File: config.mk
export PLATFORM = sky130hd
export DESIGN_NAME = print_mech_driver
export DESIGN_NICKNAME = d
export VERILOG_FILES = /design/src/rtl/print_mech_driver.sv
export SDC_FILE = /design/constraint.sdc
export NUM_CORES = 1
export LEC_CHECK = 0
export BUFFER_PORTS_ARGS = -buffer_cell sky130_fd_sc_hd__buf_2
export CORE_MARGIN = 5
export CORE_UTILIZATION = 50
export DETAILED_ROUTE_END_ITERATION = 6
export GPL_ROUTABILITY_DRIVEN = 0
export PLACE_DENSITY = 0.74
export SLEW_MARGIN = 10
export SYNTH_ARGS = -nofsm -noshare
export SYNTH_HDL_FRONTEND = slang
export SYNTH_SLANG_ARGS = --single-unit
File: constraint.sdc
create_clock -name clk -period 5.83 [get_ports clk]
set_clock_uncertainty 0.1 [all_clocks]
set_input_delay 0.583 -clock clk [delete_from_list [all_inputs] [get_ports clk]]
set_output_delay 0.583 -clock clk [all_outputs]
set_load 0.005 [all_outputs]
File: src/rtl/print_mech_driver.sv
// Thermal print head driver: shifts one line of dots, latches, burns, steps paper motor two phases.
// Latency: line accepted in IDLE, SHIFT starts next cycle; line_done 2*CLK_DIV*HEAD_WIDTH+LATCH+BURN+2*STEP cycles later.
// Backpressure: line_ready only in IDLE; line_valid while busy is ignored.
//
// Ports:
//   clk, reset                 system clock, synchronous active-high reset
//   line_valid/line_ready      line handshake; line_data[HEAD_WIDTH-1] is the first dot shifted
//   line_done, busy            end-of-line pulse (first IDLE cycle), line-in-progress flag
//   mech_clk/data/latch/dst    head shift clock, serial data, latch strobe, burn strobe
//   mech_motor_phase_a/b       stepper phase outputs, sequence 00->01->11->10->00
module print_mech_driver #(
  parameter int HEAD_WIDTH   = 384,
  parameter int CLK_DIV      = 4,
  parameter int LATCH_CYCLES = 4,
  parameter int BURN_CYCLES  = 16,
  parameter int STEP_CYCLES  = 16
) (
  input  logic                  clk,
  input  logic                  reset,
  input  logic                  line_valid,
  input  logic [HEAD_WIDTH-1:0] line_data,
  output logic                  line_ready,
  output logic                  line_done,
  output logic                  busy,
  output logic                  mech_clk,
  output logic                  mech_data,
  output logic                  mech_latch,
  output logic                  mech_dst,
  output logic                  mech_motor_phase_a,
  output logic                  mech_motor_phase_b
);

  typedef enum logic [2:0] {
    IDLE,
    SHIFT,
    LATCH,
    BURN,
    STEP1,
    STEP2
  } state_t;

  // One shared cycle counter serves every timed state; size it for the longest one.
  localparam int SHIFT_MAX = 2 * CLK_DIV - 1;
  localparam int MAX_A     = (SHIFT_MAX > LATCH_CYCLES - 1) ? SHIFT_MAX : LATCH_CYCLES - 1;
  localparam int MAX_B     = (BURN_CYCLES > STEP_CYCLES) ? BURN_CYCLES - 1 : STEP_CYCLES - 1;
  localparam int CNT_MAX   = (MAX_A > MAX_B) ? MAX_A : MAX_B;
  localparam int CNT_W     = $clog2(CNT_MAX + 1);
  localparam int DOT_W     = (HEAD_WIDTH > 1) ? $clog2(HEAD_WIDTH) : 1;

  localparam logic [CNT_W-1:0] SHIFT_LAST = CNT_W'(SHIFT_MAX);
  localparam logic [CNT_W-1:0] CLK_HIGH   = CNT_W'(CLK_DIV);
  localparam logic [CNT_W-1:0] LATCH_LAST = CNT_W'(LATCH_CYCLES - 1);
  localparam logic [CNT_W-1:0] BURN_LAST  = CNT_W'(BURN_CYCLES - 1);
  localparam logic [CNT_W-1:0] STEP_LAST  = CNT_W'(STEP_CYCLES - 1);
  localparam logic [DOT_W-1:0] DOT_LAST   = DOT_W'(HEAD_WIDTH - 1);

  state_t                  state, state_n;
  logic [CNT_W-1:0]        cnt, cnt_n;
  logic [DOT_W-1:0]        dot, dot_n;
  logic [HEAD_WIDTH-1:0]   sreg, sreg_n;
  logic [1:0]              phase, phase_n;
  logic                    mech_clk_n, mech_data_n, line_done_n;

  assign mech_motor_phase_a = phase[1];
  assign mech_motor_phase_b = phase[0];

  // Next-state, counters and shift register.
  always_comb begin
    state_n = state;
    cnt_n   = cnt;
    dot_n   = dot;
    sreg_n  = sreg;
    case (state)
      IDLE: begin
        if (line_valid && line_ready) begin
          state_n = SHIFT;
          cnt_n   = '0;
          dot_n   = '0;
          sreg_n  = line_data;
        end
      end
      SHIFT: begin
        if (cnt == SHIFT_LAST) begin
          // End of a dot: mech_clk falls here, so the next bit moves to the MSB.
          cnt_n  = '0;
          sreg_n = sreg << 1;
          if (dot == DOT_LAST) begin
            state_n = LATCH;
            dot_n   = '0;
          end else begin
            dot_n = dot + DOT_W'(1);
          end
        end else begin
          cnt_n = cnt + CNT_W'(1);
        end
      end
      LATCH: begin
        if (cnt == LATCH_LAST) begin
          state_n = BURN;
          cnt_n   = '0;
        end else begin
          cnt_n = cnt + CNT_W'(1);
        end
      end
      BURN: begin
        if (cnt == BURN_LAST) begin
          state_n = STEP1;
          cnt_n   = '0;
        end else begin
          cnt_n = cnt + CNT_W'(1);
        end
      end
      STEP1: begin
        if (cnt == STEP_LAST) begin
          state_n = STEP2;
          cnt_n   = '0;
        end else begin
          cnt_n = cnt + CNT_W'(1);
        end
      end
      STEP2: begin
        if (cnt == STEP_LAST) begin
          state_n = IDLE;
          cnt_n   = '0;
        end else begin
          cnt_n = cnt + CNT_W'(1);
        end
      end
      default: begin
        state_n = IDLE;
        cnt_n   = '0;
        dot_n   = '0;
      end
    endcase
  end

  // Output values for the coming cycle, derived from the coming state so
  // every output is a flop yet lines up with the state it belongs to.
  always_comb begin
    mech_clk_n  = (state_n == SHIFT) && (cnt_n >= CLK_HIGH);
    mech_data_n = (state_n == SHIFT) ? sreg_n[HEAD_WIDTH-1] : 1'b0;
    line_done_n = (state == STEP2) && (state_n == IDLE);
    phase_n     = phase;
    // Gray-style step {a,b} -> {b,~a} walks 00->01->11->10->00.
    if ((state_n == STEP1 && state != STEP1) || (state_n == STEP2 && state != STEP2)) begin
      phase_n = {phase[0], ~phase[1]};
    end
  end

  always_ff @(posedge clk) begin
    if (reset) begin
      state      <= IDLE;
      cnt        <= '0;
      dot        <= '0;
      sreg       <= '0;
      phase      <= 2'b00;
      line_ready <= 1'b0;
      line_done  <= 1'b0;
      busy       <= 1'b0;
      mech_clk   <= 1'b0;
      mech_data  <= 1'b0;
      mech_latch <= 1'b0;
      mech_dst   <= 1'b0;
    end else begin
      state      <= state_n;
      cnt        <= cnt_n;
      dot        <= dot_n;
      sreg       <= sreg_n;
      phase      <= phase_n;
      line_ready <= (state_n == IDLE);
      line_done  <= line_done_n;
      busy       <= (state_n != IDLE);
      mech_clk   <= mech_clk_n;
      mech_data  <= mech_data_n;
      mech_latch <= (state_n == LATCH);
      mech_dst   <= (state_n == BURN);
    end
  end

endmodule

==> flow_metrics.py, run 1 <==
metrics = {
    "global_routing": {
        "grt_util_met2_pct": 36.3,
        "grt_pass1_wl_um": 77100,
        "grt_max_degree": 203,
        "overflow": 0,
        "grt_pass1_vias": 14900,
        "use_met1_pct": 31.9,
        "track_usage_pct": 23.5,
        "antenna_found_initial": 24,
        "top_usage_layer": "met2",
        "use_met3_pct": 6.62,
    },
    "yosys": {
        "synth-seq-area-share_pct": 46.9,
        "synth_fp_nets": 2295,
        "synth_top_cell_by_area": "dfxtp_1",
        "synth_area_leaders": "dfxtp_1 (47%), a221oi_1 (19%), nor2_1 (8.7%)",
        "yosysTopAreaCellShare_pct": 46.9,
        "synth-edff-count": 0,
        "yosys_warnings": 0,
        "synth_area_per_cell_um2": 9.18,
        "synth-main-ff-cell": "dfxtp_1",
        "ys_types": 50,
        "yosysMostFrequentCell": "dfxtp_1",
        "ys_seq_elements": 409,
        "ys_async_sr_fraction_pct": 0,
        "syn-instance-count": 1902,
        "synth_area_mm2": 0.0175,
        "synthTopCellsByCount": "dfxtp_1 (409), nor2_1 (405), a221oi_1 (383)",
    },
    "power": {
        "power_density_mw_per_mm2": 406,
        "peakVddDrop_uv": 291,
        "leakagePower_nw": 8.06,
    },
    "routing": {
        "drcViolationCount": 0,
        "finalWirelength_um": 48700,
        "vias": 16100,
        "drtPass1Iterations": 5,
        "drt.antenna.violating_nets": 0,
        "drt_iter0_markers": 1258,
        "viasPerCell": 6.10,
        "wl_per_cell_um": 18.4,
    },
    "clock_network": {
        "cts_buffers": 44,
        "path_clk_slew_ns": 0.06,
        "root_buffer": "clkbuf_16",
        "clockBufferDepth": 3,
        "ctsHtreeMaxLevel": 2,
        "clock_latency_ns": 0.55,
        "cts_num_sinks": 409,
        "ctsHoldBuffers": 0,
        "cts_tree": "yes",
        "post_cts_buffers": 0,
        "cts_resized": 0,
    },
    "setup_path": {
        "start_kind": "register",
        "path_delay_family": "simple AND/OR/NAND/NOR gates",
        "worstSetupPathDepth": 5,
        "worstPathArrival_ns": 3.26,
        "cp-startpoint": "state[1]",
        "r2r_start": "state[1]",
        "rr_endpoint": "sreg[342]",
        "crit_top_cell": "nor3_1",
        "reg2reg_depth": 5,
        "path_buf_inv": 1,
        "critPathSlowestCell": "nor2b_4",
        "cp.required_ns": 6.19,
        "critPathCaptureType": "register",
        "crit_type": "reg -> reg",
        "cp_max_fo": 54,
        "r2r_slack_ns": 2.93,
        "max_stage_delay_ns": 0.80,
        "crit_path_end": "sreg[342]",
        "path_cells": "nor3_1 -> nor2b_4 -> buf_4 -> a221oi_1 -> nor3_1",
    },
    "timing": {
        "max_freq_mhz": 345,
        "hold_viol": 0,
        "worstMarginPinSlew_ns": 1.05,
        "period_minus_slack_ns": 2.90,
        "layout_setup_ws_ns": 2.93,
        "fin_tns_setup_ns": 0,
        "rsz0062_at_grt": "false",
        "fin_crit_sh_pct": 49.7,
        "relSlewSlack_pct": 30.2,
        "final-max-slew-violation-count": 0,
        "setup_viol": 0,
    },
    "hold_path": {
        "worstHoldPathType": "in -> reg",
        "hold_path_depth": 3,
    },
    "floorplanning": {
        "die_h_um": 197,
        "die-width_um": 197,
        "die-area_mm2": 0.0387,
        "core_mm2": 0.0345,
        "row_count": 68,
        "pin_count": 396,
        "initial_utilization_pct": 50.5,
    },
    "final_layout": {
        "fillers": 3024,
        "area_delta_synth_final_pct": 19.3,
        "final_nets": 2531,
        "seq_area_mm2": 0.00819,
        "final_layout_size_suffix_gt1_share_pct": 28.9,
        "multi_input_area_mm2": 0.00826,
    },
    "placement": {
        "dp.final_hpwl_um": 29600,
        "port_buffers": 395,
        "pre_cts_ws_ns": 2.94,
    },
    "flow_run": {
        "cap_violations": 0,
    },
    "status": {
        "outcome": "finished clean",
    },
}
==> worst min-delay path by stage <==
stage | startpoint | end | slack, ns
after CTS | line_data[3] | sreg[3] | 0.18
after floorplan | sreg[0] | sreg[0] | 0.33
after detailed placement | sreg[0] | sreg[0] | 0.35
final | line_data[5] | sreg[5] | 0.21
after global placement | sreg[0] | sreg[0] | 0.34
after global routing | line_data[173] | sreg[173] | 0.20
==> layer usage <==
layer  up-vias  share of wire, %
met5         -              0.30
li1       7708                 -
met2       513                47
met1      7799                42
met3        88               8.7
met4        26               2.4
==> cells by family after synthesis <==
| group | after synthesis | synth area share, % |
|---|---|---|
| and+or+nand+nor | 838 | 25.6 |
| AOI/OAI and AO/OA | 414 | 20.6 |
| muxes | 3 | 0.172 |
| DFF | 409 | 46.9 |
| adders and majority gates | 6 | 0.430 |
| buffers and inverters | 225 | 5.93 |
| xor gates and xnor gates | 7 | 0.351 |
==> cell type report <==
type | instances | share of cell area [%]
Timing Repair Buffer | 409 | 10.6
Antenna cell | 20 | 0.240
Clock buffer | 64 | 6.09
Tap cell | 455 | 2.73
Sequential cell | 409 | 39.3
Multi-Input combinational cell | 1268 | 39.7
Inverter | 6 | 0.108
Clock inverter | 13 | 1.19
==> where the power goes <==
part | internal (mW) | leakage, nW | switching, mW
logic | 0.794 | 3.96 | 1.14
registers | 3.30 | 3.36 | 0.277
clock network | 1.82 | 0.742 | 1.13
==> worst register-to-register path, stage by stage (launching register included) <==
cell      delay, ns
dfxtp_1        0.47
nor3_1         0.39
nor2b_4        0.80
buf_4          0.62
a221oi_1       0.22
nor3_1         0.21
==> stage by stage <==
stage          total power [mW]  hold slack (ns)  util, %  instances  cell area, µm²
6_report                   8.46            0.213     60.3       2644           20800
3_5_place_dp               5.56            0.352     55.7       2547           19300
2_1_floorplan              5.10            0.332        -       1902           17500
4_1_cts                    8.52            0.184     60.1       2624           20800
3_3_place_gp               5.47            0.344     55.7       2547           19300
5_1_grt                    8.94            0.203     60.2       2634           20800
==> state kept, by name (all words and copies together), names as in the netlist <==
| register | count |
|---|---|
| busy | 1 |
| mech_data | 1 |
| sreg | 384 |
| state | 3 |
| line_done | 1 |
| mech_clk | 1 |
| dot | 9 |
| cnt | 4 |
| mech_latch | 1 |
| phase | 2 |
| mech_dst | 1 |
| line_ready | 1 |
==> layout by cell type, fill, tap and decap left out, types with 3 or more instances in the layout <==
cell / n
dfxtp_1: 409
nor2_1: 405
buf_2: 394
a221oi_1: 383
nor3_1: 246
nor3_2: 139
clkbuf_16: 45
diode_2: 20
clkbuf_1: 12
nand2_1: 11
buf_12: 10
clkbuf_8: 7
bufinv_16: 7
inv_1: 6
nand3_1: 6
ha_1: 6
nand4_1: 5
nor2b_1: 5
a22oi_1: 5
a21oi_1: 4
xnor2_1: 4
o21ai_0: 4
clkinv_2: 4
buf_4: 4
a2111oi_2: 3
mux2i_1: 3
xor2_1: 3
No activity file was read; power rests on OpenSTA's default activity.
==> inputs of run 2 (changes only) <==
==> constraint.sdc (replaced) <==
create_clock -name clk -period 2.8 [get_ports clk]
set_clock_uncertainty 0.1 [all_clocks]
set_input_delay 0.28 -clock clk [delete_from_list [all_inputs] [get_ports clk]]
set_output_delay 0.28 -clock clk [all_outputs]
set_load 0.005 [all_outputs]
==> run 2 against run 1 <==
Net effect: routed wire length increased by 32%; via count increased by 19%; clock power increased by 110%; clock-buffer cell count decreased by 8; maximum frequency increased by 11%; sequential power increased by 110%; register-to-register slack got worse by 2.8 ns; sequential cell count unchanged; critical endpoint is now sreg[368].
==> flow_metrics.py, run 2 (synthesized netlist as in run 1, its figures left out) <==
metrics = {
    "routing": {
        "vias": 19200,
        "finalWirelength_um": 64300,
        "drcViolationCount": 0,
        "viasPerCell": 6.30,
        "drt.antenna.violating_nets": 0,
        "drt_iter0_markers": 2042,
        "drtPass1Iterations": 7,
        "wl_per_cell_um": 21.1,
    },
    "clock_network": {
        "ctsHtreeMaxLevel": 2,
        "cts_num_sinks": 409,
        "root_buffer": "clkbuf_16",
        "cts_buffers": 44,
        "clock_latency_ns": 0.54,
        "cts_tree": "yes",
        "path_clk_slew_ns": 0.06,
        "clockBufferDepth": 3,
    },
    "status": {
        "outcome": "finished clean",
    },
    "setup_path": {
        "rr_endpoint": "sreg[368]",
        "start_kind": "register",
        "r2r_slack_ns": 0.18,
        "cp.required_ns": 3.15,
        "critPathCaptureType": "register",
        "crit_type": "reg -> reg",
        "r2r_start": "state[0]",
        "worstPathArrival_ns": 2.97,
        "reg2reg_depth": 8,
        "cp_max_fo": 45,
    },
    "timing": {
        "fin_tns_setup_ns": 0,
        "period_minus_slack_ns": 2.62,
        "setup_viol": 0,
        "relSlewSlack_pct": 38.6,
        "final-max-slew-violation-count": 0,
        "max_freq_mhz": 381,
        "worstMarginPinSlew_ns": 0.919,
        "rsz0062_at_grt": "false",
        "fin_crit_sh_pct": 93.6,
        "layout_setup_ws_ns": 0.178,
        "hold_viol": 0,
    },
    "global_routing": {
        "grt_pass1_vias": 19200,
        "track_usage_pct": 31.2,
        "grt_pass1_wl_um": 101000,
        "overflow": 0,
        "antenna_found_initial": 9,
        "grt_max_degree": 138,
    },
    "final_layout": {
        "utilization_pct": 72.3,
        "final_common_cell": "dfxtp_1",
        "final_layout_size_suffix_gt1_share_pct": 26.1,
        "multi_input_area_mm2": 0.00827,
        "largest_register_ffs": 384,
        "top_regs": "sreg x384, dot x9, cnt x4",
        "final_nets": 2939,
        "layout_common_cells": "dfxtp_1 (409), nor2_1 (405), buf_2 (394), a221oi_1 (382), dlygate4sd3_1 (373)",
        "area_delta_synth_final_pct": 43.2,
        "seq_area_mm2": 0.00819,
        "regMostFlops": "sreg",
        "fin_area_mm2": 0.0250,
        "fillers": 2179,
    },
    "hold_path": {
        "min_to": "sreg[27]",
        "hp-start": "line_data[27]",
        "hold_path_depth": 3,
        "worstHoldPathType": "in -> reg",
    },
    "power": {
        "power_mw": 18.7,
        "peakVddDrop_uv": 606,
        "power_density_mw_per_mm2": 749,
        "leakagePower_nw": 9.86,
    },
    "floorplanning": {
        "die-width_um": 197,
        "row_count": 68,
        "initial_utilization_pct": 50.5,
        "core_mm2": 0.0345,
        "pin_count": 396,
        "die_h_um": 197,
        "die-area_mm2": 0.0387,
    },
    "flow_run": {
        "cap_violations": 0,
    },
    "placement": {
        "dp.final_hpwl_um": 32600,
        "port_buffers": 395,
        "post_dp_cell_area_mm2": 0.0197,
        "pre_cts_ws_ns": 0.264,
    },
}
[run 2: changes by cell type in the layout (fill, tap and decap cells not counted)]
cell / previous run / this run
ha_1: 6 / 5
clkinvlp_4: 0 / 2
ha_2: 0 / 1
buf_12: 10 / 24
dlygate4sd3_1: 0 / 373
clkbuf_1: 12 / 4
buf_4: 4 / 25
a221oi_1: 383 / 382
clkinv_2: 4 / 12
a221oi_2: 0 / 1
diode_2: 20 / 9
inv_6: 1 / 0
[run 2: per-stage QoR]
step / hold WS [ns] / std cells
after floorplan: 0.332 / 1902
after global placement: 0.366 / 2582
after detailed placement: 0.376 / 2582
after CTS: 0.00115 / 3033
after global routing: 0.0103 / 3038
final: 0.0153 / 3042
[run 2: where the power goes]
part	leakage, nW	internal (mW)	switching [mW]
Clock	0.760	3.76	2.42
Sequential	3.36	6.87	0.662
Combinational	5.74	2.15	2.85
Total	9.86	12.8	5.92
[run 2: worst max-delay path by stage]
stage	startpoint	endpoint	slack, ns	depth (start not counted)
final	state[0]	sreg[368]	0.18	8
after global routing	state[0]	sreg[17]	0.01	8
after CTS	cnt[0]	sreg[18]	0.23	9
after detailed placement	cnt[0]	sreg[18]	0.26	9
after global placement	cnt[0]	sreg[195]	0.39	9
after floorplan	state[2]	dot[6]	0.79	7
[run 2: final cells by class]
type / instances / area share [%]
multi-input cells: 1268 / 33.1
flip-flops and latches: 409 / 32.8
repair buffers: 817 / 25.6
clock buffers: 56 / 4.95
well taps: 455 / 2.28
clock inverters: 22 / 1.18
inverters: 6 / 0.0901
diodes: 9 / 0.0901
[run 2: routing by layer]
layer,GRT usage (%),wire length [µm]
met1,37.6,23700
met2,52.6,31200
met3,6.60,5650
met4,16.1,3650
met5,0,40
[run 2: repair_timing]
item	in CTS	in global routing
gates resized for setup	0	2
setup buffers	0	0
setup endpoints to repair	0	2
hold buffers	373	0
hold endpoints to repair	373	0
[run 2: critical path: stages (launching register included)]
cell and delay, ns:
dfxtp_1 0.56, nor3b_2 0.36, nand2_1 0.22, nand3_4 0.24, buf_12 0.23, buf_12 0.26, buf_4 0.25, a221oi_1 0.07
nor3_1 0.21
==> inputs of run 3 (changes only) <==
--- a/config.mk
+++ b/config.mk
@@ -6,11 +6,13 @@
 export NUM_CORES = 1
 export LEC_CHECK = 0
 export BUFFER_PORTS_ARGS = -buffer_cell sky130_fd_sc_hd__buf_2
+export CELL_PAD_IN_SITES_DETAIL_PLACEMENT = 1
+export CELL_PAD_IN_SITES_GLOBAL_PLACEMENT = 1
 export CORE_MARGIN = 5
-export CORE_UTILIZATION = 50
+export CORE_UTILIZATION = 25
 export DETAILED_ROUTE_END_ITERATION = 6
 export GPL_ROUTABILITY_DRIVEN = 0
-export PLACE_DENSITY = 0.74
+export PLACE_DENSITY = 0.53
 export SLEW_MARGIN = 10
 export SYNTH_ARGS = -nofsm -noshare
 export SYNTH_HDL_FRONTEND = slang
==> run 3 against run 2 <==
Net effect: utilization shrank 35 points; worst hold slack better by 0.097 ns; via count shrank 5.7%; largest power group unchanged; first-iteration DRC count decreased by 42%; die area grew 94%; largest cell class unchanged; register-to-register slack better by 0.08 ns.
==> flow_metrics.py, run 3 (synthesized netlist as in run 1, its figures left out) <==
metrics = {
    "setup_path": {
        "r2r_start": "state[0]",
        "critPathCaptureType": "register",
        "worstPathArrival_ns": 2.93,
        "crit_path_end": "sreg[184]",
        "reg2reg_depth": 7,
        "start_kind": "register",
        "r2r_slack_ns": 0.26,
        "cp_max_fo": 70,
        "crit_type": "reg -> reg",
        "rr_endpoint": "sreg[184]",
        "cp.required_ns": 3.19,
        "cp-startpoint": "state[0]",
    },
    "final_layout": {
        "final_layout_size_suffix_gt1_share_pct": 26.0,
        "seq_area_mm2": 0.00819,
        "regMostFlops": "sreg",
        "top_regs": "sreg x384, dot x9, cnt x4",
        "area_delta_synth_final_pct": 48.3,
        "largest_register_ffs": 384,
        "fillers": 8021,
        "final_common_cell": "dfxtp_1",
        "multi_input_area_mm2": 0.00826,
        "layout_common_cells": "dfxtp_1 (409), nor2_1 (405), buf_2 (394), a221oi_1 (383), dlygate4sd3_1 (383)",
        "final_nets": 2959,
    },
    "placement": {
        "port_buffers": 395,
        "dp.final_hpwl_um": 40800,
    },
    "power": {
        "peakVddDrop_uv": 547,
        "p_clk_share_pct": 34.6,
        "power_mw": 18.9,
        "internal_power_mw": 13.0,
        "sw_frac_of_total_pct": 31.3,
        "combPwrFrac_pct": 25.8,
        "switchingPower_mw": 5.90,
        "seqPwrFrac_pct": 39.6,
        "power_density_mw_per_mm2": 729,
        "leakagePower_nw": 10.0,
    },
    "timing": {
        "fin_tns_setup_ns": 0,
        "hold_viol": 0,
        "rsz0062_at_grt": "false",
        "final-max-slew-violation-count": 0,
        "setup_viol": 0,
        "relSlewSlack_pct": 54.3,
        "fin_crit_sh_pct": 90.8,
        "worstMarginPinSlew_ns": 0.686,
        "period_minus_slack_ns": 2.54,
        "max_freq_mhz": 393,
    },
    "clock_network": {
        "root_buffer": "clkbuf_16",
        "ctsHtreeMaxLevel": 2,
        "cts_tree": "yes",
        "cts_resized": 0,
        "cts_num_sinks": 409,
        "clockBufferDepth": 3,
        "path_clk_slew_ns": 0.06,
        "cts_buffers": 50,
        "clock_latency_ns": 0.58,
    },
    "global_routing": {
        "grt_max_degree": 120,
        "grt_pass1_vias": 19000,
        "overflow": 0,
        "track_usage_pct": 16.7,
        "antenna_found_initial": 10,
        "grt_pass1_wl_um": 104000,
    },
    "floorplanning": {
        "core_mm2": 0.0689,
        "pin_count": 396,
        "die-width_um": 274,
        "die-area_mm2": 0.0752,
        "die_h_um": 274,
        "row_count": 96,
        "initial_utilization_pct": 25.3,
    },
    "routing": {
        "drcViolationCount": 0,
        "vias": 18100,
        "drt_iter0_markers": 1182,
        "drt.antenna.violating_nets": 0,
        "viasPerCell": 5.10,
        "wl_per_cell_um": 18.7,
        "drtPass1Iterations": 4,
        "finalWirelength_um": 66400,
    },
    "status": {
        "outcome": "finished clean",
    },
    "flow_run": {
        "cap_violations": 0,
    },
    "hold_path": {
        "hold_path_depth": 2,
        "worstHoldPathType": "in -> reg",
    },
}
## run 3: cell types whose count changed in the layout (fill, tap and decap cells not counted), moves of 2 or more
cell / before / now
bufinv_16: 7 / 3
clkinv_2: 12 / 8
clkbuf_16: 45 / 51
buf_4: 25 / 23
buf_12: 24 / 30
clkbuf_8: 7 / 12
dlygate4sd3_1: 373 / 383
clkbuf_1: 4 / 12
## run 3: critical path, cell delays in order, from the launching register on
cell      delay (ns)
dfxtp_1         0.59
nor3b_2         0.37
nand2_1         0.23
nand3_4         0.17
buf_12          0.26
buf_12          0.32
a221oi_1        0.10
nor3_1          0.19
## run 3: area by class of cell
type / count / share of cell area [%]
Clock inverter: 14 / 0.609
Multi-Input combinational cell: 1268 / 31.9
Antenna cell: 10 / 0.0966
Timing Repair Buffer: 831 / 25.5
Clock buffer: 75 / 5.74
Inverter: 6 / 0.0870
Sequential cell: 409 / 31.6
Tap cell: 931 / 4.50
## run 3: power by group through the flow
stage | clock, mW | combinational (mW) | sequential, mW
after detailed placement | 0 | 4.46 | 7.57
after CTS | 6.80 | 4.91 | 7.45
final | 6.53 | 4.88 | 7.47
after global placement | 0 | 4.28 | 7.53
after floorplan | 0 | 3.24 | 7.38
after global routing | 7.01 | 5.46 | 7.57
## run 3: layer usage
layer / vias to the layer above / GRT usage [%] / share of wire [%]
met5: - / 0 / 0.029
met4: 2 / 4.51 / 2.2
met3: 104 / 3.01 / 4.4
met2: 377 / 28.2 / 48
met1: 9018 / 22.0 / 45
li1: 8557 / - / -
## run 3: stage by stage
stage / instance area [µm²] / setup slack (ns) / hold slack (ns) / util [%] / instances
floorplan: 17500 / 0.789 / 0.332 / - / 1902
global placement: 20400 / 0.435 / 0.360 / 29.6 / 3062
detailed placement: 20400 / 0.273 / 0.371 / 29.6 / 3062
CTS: 25900 / 0.275 / 0.0762 / 37.5 / 3534
global route: 25900 / 0.0747 / 0.101 / 37.5 / 3541
finish: 25900 / 0.258 / 0.112 / 37.6 / 3544
## run 3: worst min-delay path by stage
stage | slack, ns | startpoint | end
final | 0.11 | reset | phase[0]
after global placement | 0.36 | sreg[0] | sreg[0]
after detailed placement | 0.37 | sreg[0] | sreg[0]
after global routing | 0.10 | reset | phase[0]
after floorplan | 0.33 | sreg[0] | sreg[0]
after CTS | 0.08 | reset | phase[0]
## run 3: repair_timing
action / 4_1_cts / 5_1_grt
hold buffers: 383 / 0
setup buffers: 0 / 0
endpoints found under the hold margin: 383 / 0
